### src/rtl/alu_sequencer.sv
// alu_sequencer
//   Multi-cycle controller sitting in front of a 4-bit combinational ALU.
//   Keeps a small register file, accepts register-to-register instructions
//   over a valid/ready handshake, presents registered operands to the ALU,
//   captures the ALU outputs and writes the result and flags back.
//
// Ports
//   clk, rst                      rising-edge clock, synchronous active-high reset
//   instr_valid/instr_ready       instruction handshake
//   instr_op/rd/rs1/rs2           instruction fields (opcode, dest, sources)
//   wr_en/wr_addr/wr_data         direct register preload (honoured in IDLE only)
//   rd_addr/rd_data               combinational debug read of the register file
//   alu_a/alu_b/alu_op            registered operands and opcode to the ALU
//   alu_result/alu_carry/alu_zero ALU outputs
//   done                          one-cycle pulse in the cycle after writeback
//   res_data                      last written-back result
//   carry_flag                    sticky carry, updated by add/sub only
//   zero_flag                     zero flag of the last result
//   dbg_state                     current FSM state (0 IDLE, 1 EXEC, 2 WB)
//
// Handshake: an instruction transfers on a rising edge where instr_valid and
// instr_ready are both high; the source holds its fields stable until then.

module alu_sequencer #(
    parameter int DATA_W   = 4,
    parameter int NUM_REGS = 4
) (
    input  logic                        clk,
    input  logic                        rst,
    input  logic                        instr_valid,
    output logic                        instr_ready,
    input  logic [2:0]                  instr_op,
    input  logic [$clog2(NUM_REGS)-1:0] instr_rd,
    input  logic [$clog2(NUM_REGS)-1:0] instr_rs1,
    input  logic [$clog2(NUM_REGS)-1:0] instr_rs2,
    input  logic                        wr_en,
    input  logic [$clog2(NUM_REGS)-1:0] wr_addr,
    input  logic [DATA_W-1:0]           wr_data,
    input  logic [$clog2(NUM_REGS)-1:0] rd_addr,
    output logic [DATA_W-1:0]           rd_data,
    output logic [DATA_W-1:0]           alu_a,
    output logic [DATA_W-1:0]           alu_b,
    output logic [2:0]                  alu_op,
    input  logic [DATA_W-1:0]           alu_result,
    input  logic                        alu_carry,
    input  logic                        alu_zero,
    output logic                        done,
    output logic [DATA_W-1:0]           res_data,
    output logic                        carry_flag,
    output logic                        zero_flag,
    output logic [1:0]                  dbg_state
);

    localparam int AW = $clog2(NUM_REGS);

    localparam logic [2:0] OP_ADD = 3'b000;
    localparam logic [2:0] OP_SUB = 3'b001;

    typedef enum logic [1:0] {
        ST_IDLE = 2'd0,
        ST_EXEC = 2'd1,
        ST_WB   = 2'd2
    } state_t;

    state_t            state_q;
    logic [DATA_W-1:0] regs_q [NUM_REGS];
    logic [DATA_W-1:0] alu_a_q;
    logic [DATA_W-1:0] alu_b_q;
    logic [2:0]        alu_op_q;
    logic [AW-1:0]     rd_q;
    logic [DATA_W-1:0] res_cap_q;
    logic              carry_cap_q;
    logic              zero_cap_q;
    logic              done_q;
    logic [DATA_W-1:0] res_data_q;
    logic              carry_flag_q;
    logic              zero_flag_q;

    // A preload in IDLE takes priority, so the instruction waits a cycle.
    assign instr_ready = (state_q == ST_IDLE) && !wr_en;

    always_ff @(posedge clk) begin
        if (rst) begin
            state_q      <= ST_IDLE;
            for (int i = 0; i < NUM_REGS; i++) begin
                regs_q[i] <= '0;
            end
            alu_a_q      <= '0;
            alu_b_q      <= '0;
            alu_op_q     <= '0;
            rd_q         <= '0;
            res_cap_q    <= '0;
            carry_cap_q  <= 1'b0;
            zero_cap_q   <= 1'b0;
            done_q       <= 1'b0;
            res_data_q   <= '0;
            carry_flag_q <= 1'b0;
            zero_flag_q  <= 1'b0;
        end else begin
            done_q <= 1'b0;
            case (state_q)
                ST_IDLE: begin
                    if (wr_en) begin
                        regs_q[wr_addr] <= wr_data;
                    end else if (instr_valid) begin
                        // Operands are read here, after any writeback edge,
                        // so a dependent instruction sees the new value.
                        alu_a_q  <= regs_q[instr_rs1];
                        alu_b_q  <= regs_q[instr_rs2];
                        alu_op_q <= instr_op;
                        rd_q     <= instr_rd;
                        state_q  <= ST_EXEC;
                    end
                end
                ST_EXEC: begin
                    res_cap_q   <= alu_result;
                    carry_cap_q <= alu_carry;
                    zero_cap_q  <= alu_zero;
                    state_q     <= ST_WB;
                end
                ST_WB: begin
                    regs_q[rd_q] <= res_cap_q;
                    res_data_q   <= res_cap_q;
                    zero_flag_q  <= zero_cap_q;
                    // Carry is sticky across logic and shift operations.
                    if (alu_op_q == OP_ADD || alu_op_q == OP_SUB) begin
                        carry_flag_q <= carry_cap_q;
                    end
                    done_q  <= 1'b1;
                    state_q <= ST_IDLE;
                end
                default: state_q <= ST_IDLE;
            endcase
        end
    end

    assign rd_data    = regs_q[rd_addr];
    assign alu_a      = alu_a_q;
    assign alu_b      = alu_b_q;
    assign alu_op     = alu_op_q;
    assign done       = done_q;
    assign res_data   = res_data_q;
    assign carry_flag = carry_flag_q;
    assign zero_flag  = zero_flag_q;
    assign dbg_state  = state_q;

endmodule
### config.mk
export PLATFORM = sky130hd
export DESIGN_NAME = alu_sequencer
export DESIGN_NICKNAME = d
export VERILOG_FILES = /design/src/rtl/alu_sequencer.sv
export SDC_FILE = /design/constraint.sdc
export NUM_CORES = 1
export LEC_CHECK = 0
export BUFFER_PORTS_ARGS = -buffer_cell sky130_fd_sc_hd__buf_2
export CAP_MARGIN = 30
export CORE_MARGIN = 8
export CORE_UTILIZATION = 30
export DETAILED_ROUTE_END_ITERATION = 7
export PLACE_DENSITY = 0.55
export SYNTH_ARGS = -nofsm -noshare
export SYNTH_HDL_FRONTEND = slang
export SYNTH_SLANG_ARGS = --single-unit
### constraint.sdc
create_clock -name clk -period 1.9 [get_ports clk]
set_clock_uncertainty 0.1 [all_clocks]
set_input_delay 0.38 -clock clk [delete_from_list [all_inputs] [get_ports clk]]
set_output_delay 0.38 -clock clk [all_outputs]
set_load 0.1 [all_outputs]
==> results of run 1 <==
==> worst register-to-register path, cell delays in order (launching register included) <==
cell	delay, ns
dfxtp_4	0.43
and3b_1	0.21
a311oi_2	0.46
o21bai_1	0.23
==> per-layer routing <==
| metal | GRT usage | vias up |
|---|---|---|
| met5 | 0 | - |
| met4 | 0.0319 | 0 |
| met3 | 0.0363 | 6 |
| met2 | 0.182 | 39 |
| met1 | 0.123 | 737 |
| li1 | - | 785 |
==> how the worst max path moves through the flow <==
stage | from | endpoint | slack (ns)
after global placement | rd_addr[0] | rd_data[3] | 0.08
after floorplan | dbg_state[1] | instr_ready | -0.11
after CTS | regs_q[1][1] | rd_data[1] | -0.04
final | regs_q[1][1] | rd_data[1] | -0.03
after detailed placement | rd_addr[0] | rd_data[3] | 0.06
after global routing | regs_q[1][1] | rd_data[1] | -0.06
==> through the flow <==
step / instance area [µm²] / setup TNS (ns) / setup WS, ns / power [mW]
floorplan: 2070 / -0.112 / -0.112 / 1.37
global placement: 2410 / 0 / 0.0841 / 1.47
detailed placement: 2410 / 0 / 0.0633 / 1.48
CTS: 2580 / -0.0842 / -0.0358 / 2.13
global route: 2610 / -0.158 / -0.0578 / 2.20
finish: 2610 / -0.0489 / -0.0289 / 2.10
==> logic make-up (layout without fill, tap and decap cells) <==
logic type             Yosys count  count (layout)  share of synthesized area
AND/OR/NAND/NOR                 76              76                      0.181
AO/OA/AOI/OAI                   24              24                     0.0709
buffers and inverters           17              81                     0.0426
flip-flops                      44              44                      0.513
multiplexers                    24              24                      0.192
==> placed cells by master, fill, tap and decap left out, types with 2 or more instances in the layout <==
cell	Yosys	final
dfxtp_4	0	2
a21o_1	4	4
mux2i_1	12	12
o21bai_1	3	3
buf_2	6	46
a21oi_1	13	13
buf_4	0	18
edfxtp_1	16	16
inv_6	0	2
nor3b_1	2	2
nand3b_1	4	4
buf_6	2	4
nor2b_1	4	4
nand2_1	30	30
nor2_1	17	17
o21ai_1	2	2
nor3_1	13	12
clkbuf_8	0	5
inv_1	4	4
dfxtp_1	28	26
mux4_2	12	12
==> cell type report <==
type / instances / share of cell area
sequential: 44 / 0.402
multi-input combinational: 124 / 0.352
timing repair buffer: 69 / 0.165
tap: 80 / 0.0384
clock buffer: 5 / 0.0264
clock inverter: 3 / 0.00960
inverter: 4 / 0.00576
==> sequential cells by signal, summed over array words and instances (netlist names) <==
register / flops
regs_q: 16
res_cap_q: 4
dbg_state: 2
alu_b: 4
rd_q: 2
alu_op: 3
zero_cap_q: 1
alu_a: 4
done: 1
res_data: 4
zero_flag: 1
carry_cap_q: 1
carry_flag: 1
==> power groups by stage <==
| stage | sequential (mW) | clock [mW] | combinational, mW |
|---|---|---|---|
| 6_report | 1.04 | 0.621 | 0.438 |
| 5_1_grt | 1.05 | 0.685 | 0.464 |
| 4_1_cts | 1.05 | 0.650 | 0.435 |
| 3_5_place_dp | 1.07 | 0 | 0.405 |
| 3_3_place_gp | 1.07 | 0 | 0.404 |
| 2_1_floorplan | 1.14 | 0 | 0.226 |
==> timing repair <==
action / in CTS / in global routing
setup endpoints to repair: 4 / 4
resized for setup: 8 / 0
setup buffers: 7 / 3
pin swaps: 0 / 0
==> impl_metrics.py, run 1 <==
metrics = {
    "run_status": {
        "status": "complete, but fails checks",
        "violations": "negative setup slack",
    },
    "power_and_ir_drop": {
        "p_int_mw": 1.43,
        "swShare": 0.320,
        "p_switching_mw": 0.672,
        "vdd_ir_drop_max_mv": 0.289,
        "seqPwrFrac": 0.496,
        "combinationalPowerShare": 0.208,
        "power.leakage_nw": 1.10,
        "powerDensity_nw_per_um2": 807,
        "p_clk_frac": 0.295,
    },
    "detailed_routing": {
        "dr_wl_met3_um": 284,
        "vias": 1567,
        "drt_iter0_drc": 40,
        "wl_met1_um": 2130,
        "wl_met2_um": 2500,
        "final_antenna_net_count": 0,
        "drc": 0,
        "wire_per_inst_um": 15.1,
        "avgViaCountPerCell": 4.76,
        "drtPass1Iterations": 4,
        "routed.top_layer": "met4",
        "wirelength_um": 4980,
    },
    "synthesis": {
        "ys_seq_area_frac": 0.513,
        "ys_ff_latch": 44,
        "yosysTopAreaCell": "dfxtp_1",
        "async_reset_ff_frac": 0,
        "syn_area_per_cell_um2": 11.0,
        "synth_top_flop_cell": "dfxtp_1",
        "synthCells": 185,
        "yosys.cell_count.top_type": "nand2_1",
        "synth_cell_types": 26,
        "syn-num-nets": 212,
        "netlist_area_um2": 2030,
        "synthTopCellsByArea": "dfxtp_1, edfxtp_1, mux4_2, mux2i_1, nand2_1",
        "synth_warnings": 0,
        "synth-edff-count": 16,
        "synth.top_cell.area_share": 0.276,
        "post_synth_most_frequent_cells": "nand2_1, dfxtp_1, nor2_1",
    },
    "placement": {
        "port_buffers": 51,
        "gp_congestion": 0.861,
        "dp_hpwl_um": 3770,
        "place_inst": 311,
    },
    "final_layout": {
        "drive_gt1_frac": 0.382,
        "layout.cells.non_filler": 329,
        "final_core_util": 0.390,
        "area_delta_synth_final_pct": 28.5,
        "fin_nets": 275,
        "multiInputGateArea_um2": 918,
        "n_fill_cell": 697,
        "seq_area_um2": 1050,
        "n_antenna_cell": 0,
    },
    "setup_path": {
        "rr_worst_depth": 3,
        "max_stage_delay_ns": 0.49,
        "r2r-start": "dbg_state[0]",
        "path_depth": 2,
        "cp.required_ns": 1.42,
        "worstPathArrival_ns": 1.45,
        "crit_fanout": 3,
        "r2r-end": "regs_q[1][3]",
        "cp-start-kind": "register",
        "path_class": "register to primary output",
        "endpoint_kind": "primary output",
        "rrSetupSlack_ns": 0.20,
        "path_delay_family": "multiplexers",
        "path_cells": "mux4_2 -> buf_6",
        "crit_buf_inv": 1,
        "crit_slowest_cell": "mux4_2",
    },
    "clocking": {
        "cts.htree.levels": 2,
        "clockRootBuffer": "clkbuf_8",
        "clk_pin_slew_ns": 0.09,
        "numCtsBuffers": 5,
        "cts_tree": "done",
        "clock-sinks": 44,
        "clock_path_buffers": 2,
        "clkLatencyLatePin_ns": 0.30,
        "hold_buffers": 0,
    },
    "min_path": {
        "min_to": "carry_cap_q",
        "hold_depth": 3,
        "worstHoldStart": "alu_carry",
        "hold_class": "primary input to register",
    },
    "grt": {
        "overflow": 0,
        "first_global_vias": 1634,
        "grt_antenna_before_repair": 0,
        "grt_start_max_net_pins": 29,
        "grtUsageTotal": 0.107,
        "grt_pass1_wl_um": 8360,
    },
    "timing": {
        "hold_slack_ns": 0.208,
        "drv_slew": 0,
        "fmax_mhz": 518,
        "tightest_slew_ns": 0.494,
        "period_needed_ns": 1.93,
        "finalHoldViolations": 0,
        "rsz0062_at_grt": "yes",
        "setup_viol": 3,
        "fin_crit_sh": 1.02,
        "setup_ws_ns": -0.0289,
        "max_slew_margin": 0.673,
    },
    "run": {
        "cap_violations": 0,
    },
    "floorplan": {
        "die_w_um": 98.2,
        "die_h_um": 98.2,
        "dieArea_um2": 9650,
        "initial_core_util": 0.304,
        "core_region_area_um2": 6680,
        "rows": 30,
        "io_pins": 52,
    },
}
Power figures use the tool's default switching activity.
==> run 2, diff against run 1 <==
Settings changed: GPL_TIMING_DRIVEN set to 0.
==> impl_metrics.py, run 2 (synthesis gave the netlist of run 1 again) <==
metrics = {
    "clocking": {
        "hold_buffers": 0,
        "clock-sinks": 44,
        "numCtsBuffers": 5,
        "clkLatencyLatePin_ns": 0.30,
        "cts.htree.levels": 2,
        "clock_path_buffers": 2,
        "clockRootBuffer": "clkbuf_8",
        "cts_tree": "done",
        "clk_pin_slew_ns": 0.09,
    },
    "final_layout": {
        "largest-register": "regs_q",
        "layout_commonest_cell": "buf_2",
        "layout_common_cells": "buf_2, nand2_1, dfxtp_1",
        "drive_gt1_frac": 0.381,
        "largest_reg_flops": 16,
        "n_antenna_cell": 0,
        "fin_nets": 278,
        "area_delta_synth_final_pct": 31.0,
    },
    "setup_path": {
        "cp.required_ns": 1.42,
        "path_class": "register to primary output",
        "path_cells": "mux4_2 -> buf_6",
        "worstPathArrival_ns": 1.44,
        "cp-start-kind": "register",
        "endpoint_kind": "primary output",
        "crit_fanout": 3,
        "crit_slowest_cell": "mux4_2",
        "max_stage_delay_ns": 0.49,
    },
    "timing": {
        "tightest_slew_ns": 0.515,
        "fmax_mhz": 520,
        "drv_slew": 0,
        "setup_ws_ns": -0.0214,
        "period_needed_ns": 1.92,
        "setup_viol": 2,
        "fin_tns_setup_ns": -0.0327,
        "hold_slack_ns": 0.211,
        "rsz0062_at_grt": "yes",
        "max_slew_margin": 0.656,
        "finalHoldViolations": 0,
        "fin_crit_sh": 1.01,
    },
    "grt": {
        "first_global_vias": 1719,
        "grt_antenna_before_repair": 0,
        "overflow": 0,
        "grt_pass1_wl_um": 8180,
        "grtUsageTotal": 0.105,
        "grt_start_max_net_pins": 15,
    },
    "placement": {
        "dp_hpwl_um": 3750,
        "port_buffers": 49,
        "gp_congestion": 0.768,
    },
    "power_and_ir_drop": {
        "power.leakage_nw": 1.11,
        "vdd_ir_drop_max_mv": 0.302,
        "powerDensity_nw_per_um2": 830,
    },
    "detailed_routing": {
        "drtPass1Iterations": 4,
        "wirelength_um": 4840,
        "drt_iter0_drc": 39,
        "vias": 1569,
        "final_antenna_net_count": 0,
        "avgViaCountPerCell": 4.73,
        "drc": 0,
        "wire_per_inst_um": 14.6,
    },
    "run_status": {
        "status": "complete, but fails checks",
        "violations": "negative setup slack",
    },
    "floorplan": {
        "rows": 30,
        "die_h_um": 98.2,
        "io_pins": 52,
        "core_region_area_um2": 6680,
        "dieArea_um2": 9650,
        "die_w_um": 98.2,
        "initial_core_util": 0.304,
    },
    "run": {
        "cap_violations": 0,
    },
    "min_path": {
        "hold_class": "primary input to register",
    },
}
-- run 2: cell types whose count changed in the layout (fill, tap and decap cells not counted), sizes merged --
| cell | change |
|---|---|
| buf | -2 |
| bufinv | +1 |
| clkbuf | +5 |
| clkinv | +2 |
| clkinvlp | -1 |
| inv | -2 |
-- run 2: what timing repair did --
| action | in CTS | in global routing |
|---|---|---|
| gates resized for setup | 13 | 4 |
| endpoints found under the setup margin | 5 | 16 |
| buffers inserted | 8 | 2 |
-- run 2: per-stage QoR --
| step | power [mW] | worst slack (ns) | utilization | instances | instance area [µm²] |
|---|---|---|---|---|---|
| 3_3_place_gp | 1.47 | -0.0947 | 0.361 | 314 | 2410 |
| 4_1_cts | 2.22 | -0.0289 | 0.393 | 330 | 2630 |
| 6_report | 2.21 | -0.0214 | 0.398 | 332 | 2660 |
| 3_5_place_dp | 1.47 | -0.0773 | 0.361 | 314 | 2410 |
| 2_1_floorplan | 1.37 | -0.112 | - | 185 | 2070 |
| 5_1_grt | 2.30 | -0.0582 | 0.398 | 332 | 2660 |
-- run 2: where the power goes --
group	total (mW)	switching (mW)	internal, mW
logic	0.449	0.297	0.153
registers	1.04	0.0237	1.01
clock network	0.718	0.329	0.390
-- run 2: final cells by class --
class | count | area, µm²
clock buffers | 5 | 68.8
plain buffers | 13 | 83.8
inverters | 4 | 15.0
repair buffers | 59 | 364
clock inverters | 3 | 42.5
multi-input cells | 124 | 933
flip-flops and latches | 44 | 1050
fillers | 659 | 4030
well taps | 80 | 100
-- run 2: critical path, delay by kind of cell, from the launching register on --
| kind | cells | cell delay, ns |
|---|---|---|
| multiplexers | 1 | 0.49 |
| buffers and inverters | 1 | 0.20 |
| flip-flops | 1 | 0.45 |
-- run 2: per-layer routing --
metal / routed length (µm) / track usage / up-vias
li1: - / - / 790
met1: 2130 / 0.117 / 733
met2: 2410 / 0.181 / 38
met3: 205 / 0.0313 / 8
met4: 96 / 0.0449 / 0
met5: 0 / 0 / -
-- run 2: path summary, 6_finish.rpt --
| kind | start | cells after the start | slack (ns) | endpoint |
|---|---|---|---|---|
| max reg2reg | dbg_state[1] | 4 | 0.15 | regs_q[2][2] |
| max | regs_q[1][1] | 2 | -0.02 | rd_data[1] |
| min reg2reg | alu_op[0] | 2 | 0.35 | alu_op[0] |
| min | alu_carry | 3 | 0.21 | carry_cap_q |
==> run 3, diff against run 2 <==
Settings changed: ABC_AREA set to 1.
==> impl_metrics.py, run 3 <==
metrics = {
    "detailed_routing": {
        "drc": 0,
        "wire_per_inst_um": 12.4,
        "final_antenna_net_count": 0,
        "drt_iter0_drc": 86,
        "drtPass1Iterations": 4,
        "avgViaCountPerCell": 4.45,
        "vias": 1995,
        "wirelength_um": 5570,
    },
    "timing": {
        "rsz0062_at_grt": "no",
        "fmax_mhz": 551,
        "fin_crit_sh": 0.955,
        "period_needed_ns": 1.82,
        "setup_ws_ns": 0.0846,
        "setup_viol": 0,
        "drv_slew": 0,
        "finalHoldViolations": 0,
        "max_slew_margin": 0.671,
        "tightest_slew_ns": 0.497,
    },
    "floorplan": {
        "dieArea_um2": 9980,
        "die_h_um": 99.9,
        "rows": 30,
        "die_w_um": 99.9,
        "initial_core_util": 0.311,
        "io_pins": 52,
        "core_region_area_um2": 6790,
    },
    "run": {
        "cap_violations": 0,
    },
    "clocking": {
        "clock_path_buffers": 2,
        "clk_pin_slew_ns": 0.09,
        "numCtsBuffers": 5,
        "clockRootBuffer": "clkbuf_8",
        "clkLatencyLatePin_ns": 0.30,
        "cts_setup_buffers": 0,
        "cts_tree": "done",
        "clock-sinks": 44,
        "cts.htree.levels": 2,
        "hold_buffers": 0,
    },
    "final_layout": {
        "fin_area_um2": 2700,
        "area_delta_synth_final_pct": 27.9,
        "n_antenna_cell": 0,
        "layout_commonest_cell": "nand2_1",
        "n_fill_cell": 722,
        "multiInputGateArea_um2": 882,
        "fin_nets": 378,
        "layout_common_cells": "nand2_1, inv_1, buf_2",
        "seq_area_um2": 1050,
        "drive_gt1_frac": 0.219,
        "largest_reg_flops": 16,
        "largest-register": "regs_q",
    },
    "run_status": {
        "status": "finished, final reports clean",
    },
    "setup_path": {
        "endpoint_kind": "primary output",
        "worstPathArrival_ns": 1.34,
        "cp-start-kind": "register",
        "crit_slowest_cell": "edfxtp_1",
        "path_class": "register to primary output",
        "cp.required_ns": 1.42,
        "path_delay_family": "flip-flops",
        "path_cells": "inv_2 -> o21ai_0 -> a21oi_1 -> a21oi_4 -> buf_6",
        "crit_buf_inv": 2,
        "crit_fanout": 3,
        "max_stage_delay_ns": 0.42,
    },
    "placement": {
        "dp_slack_ns": -0.236,
        "placed_area_um2": 2530,
        "gp_congestion": 0.815,
        "dp_hpwl_um": 4420,
        "port_buffers": 49,
    },
    "synthesis": {
        "synth_warnings": 0,
        "synth_top_flop_cell": "dfxtp_1",
        "ys_seq_area_frac": 0.493,
        "ys_ff_latch": 44,
        "synth_cell_types": 16,
        "syn-num-nets": 322,
        "yosysTopAreaCell": "dfxtp_1",
        "yosys.cell_count.top_type": "nand2_1",
        "synthTopCellsByArea": "dfxtp_1, edfxtp_1, nand2_1, inv_1, nand3_1",
        "async_reset_ff_frac": 0,
        "syn_area_per_cell_um2": 7.16,
        "synth-edff-count": 16,
        "synth.top_cell.area_share": 0.265,
        "netlist_area_um2": 2110,
        "synthCells": 295,
        "post_synth_most_frequent_cells": "nand2_1, inv_1, nor2_1",
    },
    "grt": {
        "overflow": 0,
        "first_global_vias": 2022,
        "grtUsageTotal": 0.116,
        "grt_pass1_wl_um": 9310,
        "grt_start_max_net_pins": 15,
        "grt_antenna_before_repair": 0,
    },
    "power_and_ir_drop": {
        "vdd_ir_drop_max_mv": 0.321,
        "powerDensity_nw_per_um2": 849,
        "p_total_mw": 2.29,
        "power.leakage_nw": 1.34,
    },
    "min_path": {
        "hold_class": "primary input to register",
    },
}
run 3: cell families (layout without fill, tap and decap cells):
group           count (synthesis)  after routing  synth area share
compound gates                 51             51             0.121
flops                          44             44             0.493
buf+inv                        63            120             0.116
simple gates                  137            137             0.270
run 3: cell type report:
type / count / area share
Inverter: 55 / 0.0764
Buffer: 8 / 0.0148
Sequential cell: 44 / 0.387
Clock buffer: 7 / 0.0398
Multi-Input combinational cell: 188 / 0.327
Timing Repair Buffer: 49 / 0.107
Clock inverter: 1 / 0.00324
Tap cell: 96 / 0.0445
run 3: worst register-to-register path, cell delays in order (launching register included):
cell     delay, ns
dfxtp_4       0.37
inv_1         0.07
nand2_1       0.10
nor2_1        0.27
nor2_1        0.07
nand2_1       0.06
nand2_1       0.05
nor2_1        0.25
run 3: worst paths after layout:
check / slack, ns / cells after the start / end / startpoint
worst max-delay path: 0.08 / 5 / rd_data[1] / regs_q[1][1]
worst min-delay path: 0.19 / 3 / res_cap_q[0] / alu_result[0]
worst max register to register: 0.24 / 7 / regs_q[3][0] / dbg_state[1]
worst min register to register: 0.35 / 2 / zero_cap_q / zero_cap_q
run 3: where the power goes:
group / internal (mW) / leakage, nW / switching (mW)
clock: 0.377 / 0.0596 / 0.330
combinational: 0.130 / 0.888 / 0.400
sequential: 1.03 / 0.397 / 0.0284
run 3: what timing repair did:
action	CTS	global route
gates resized for setup	8	10
pin swaps	0	0
endpoints found under the setup margin	5	4
run 3: routing by layer:
layer	routed length [µm]	up-vias	GRT usage	part of all wire
met5	0	-	0	0
met4	94	0	0.0419	0.017
met3	354	8	0.0422	0.064
met2	2340	54	0.174	0.42
met1	2780	896	0.149	0.50
li1	-	1037	-	-
run 3: metrics by stage:
step,hold slack [ns],cells,util,TNS [ns]
after floorplan,0.324,295,-,0
after global placement,0.337,440,0.373,-0.826
after detailed placement,0.345,440,0.373,-0.878
after CTS,0.188,448,0.393,0
after global routing,0.214,448,0.398,0
final,0.195,448,0.398,0
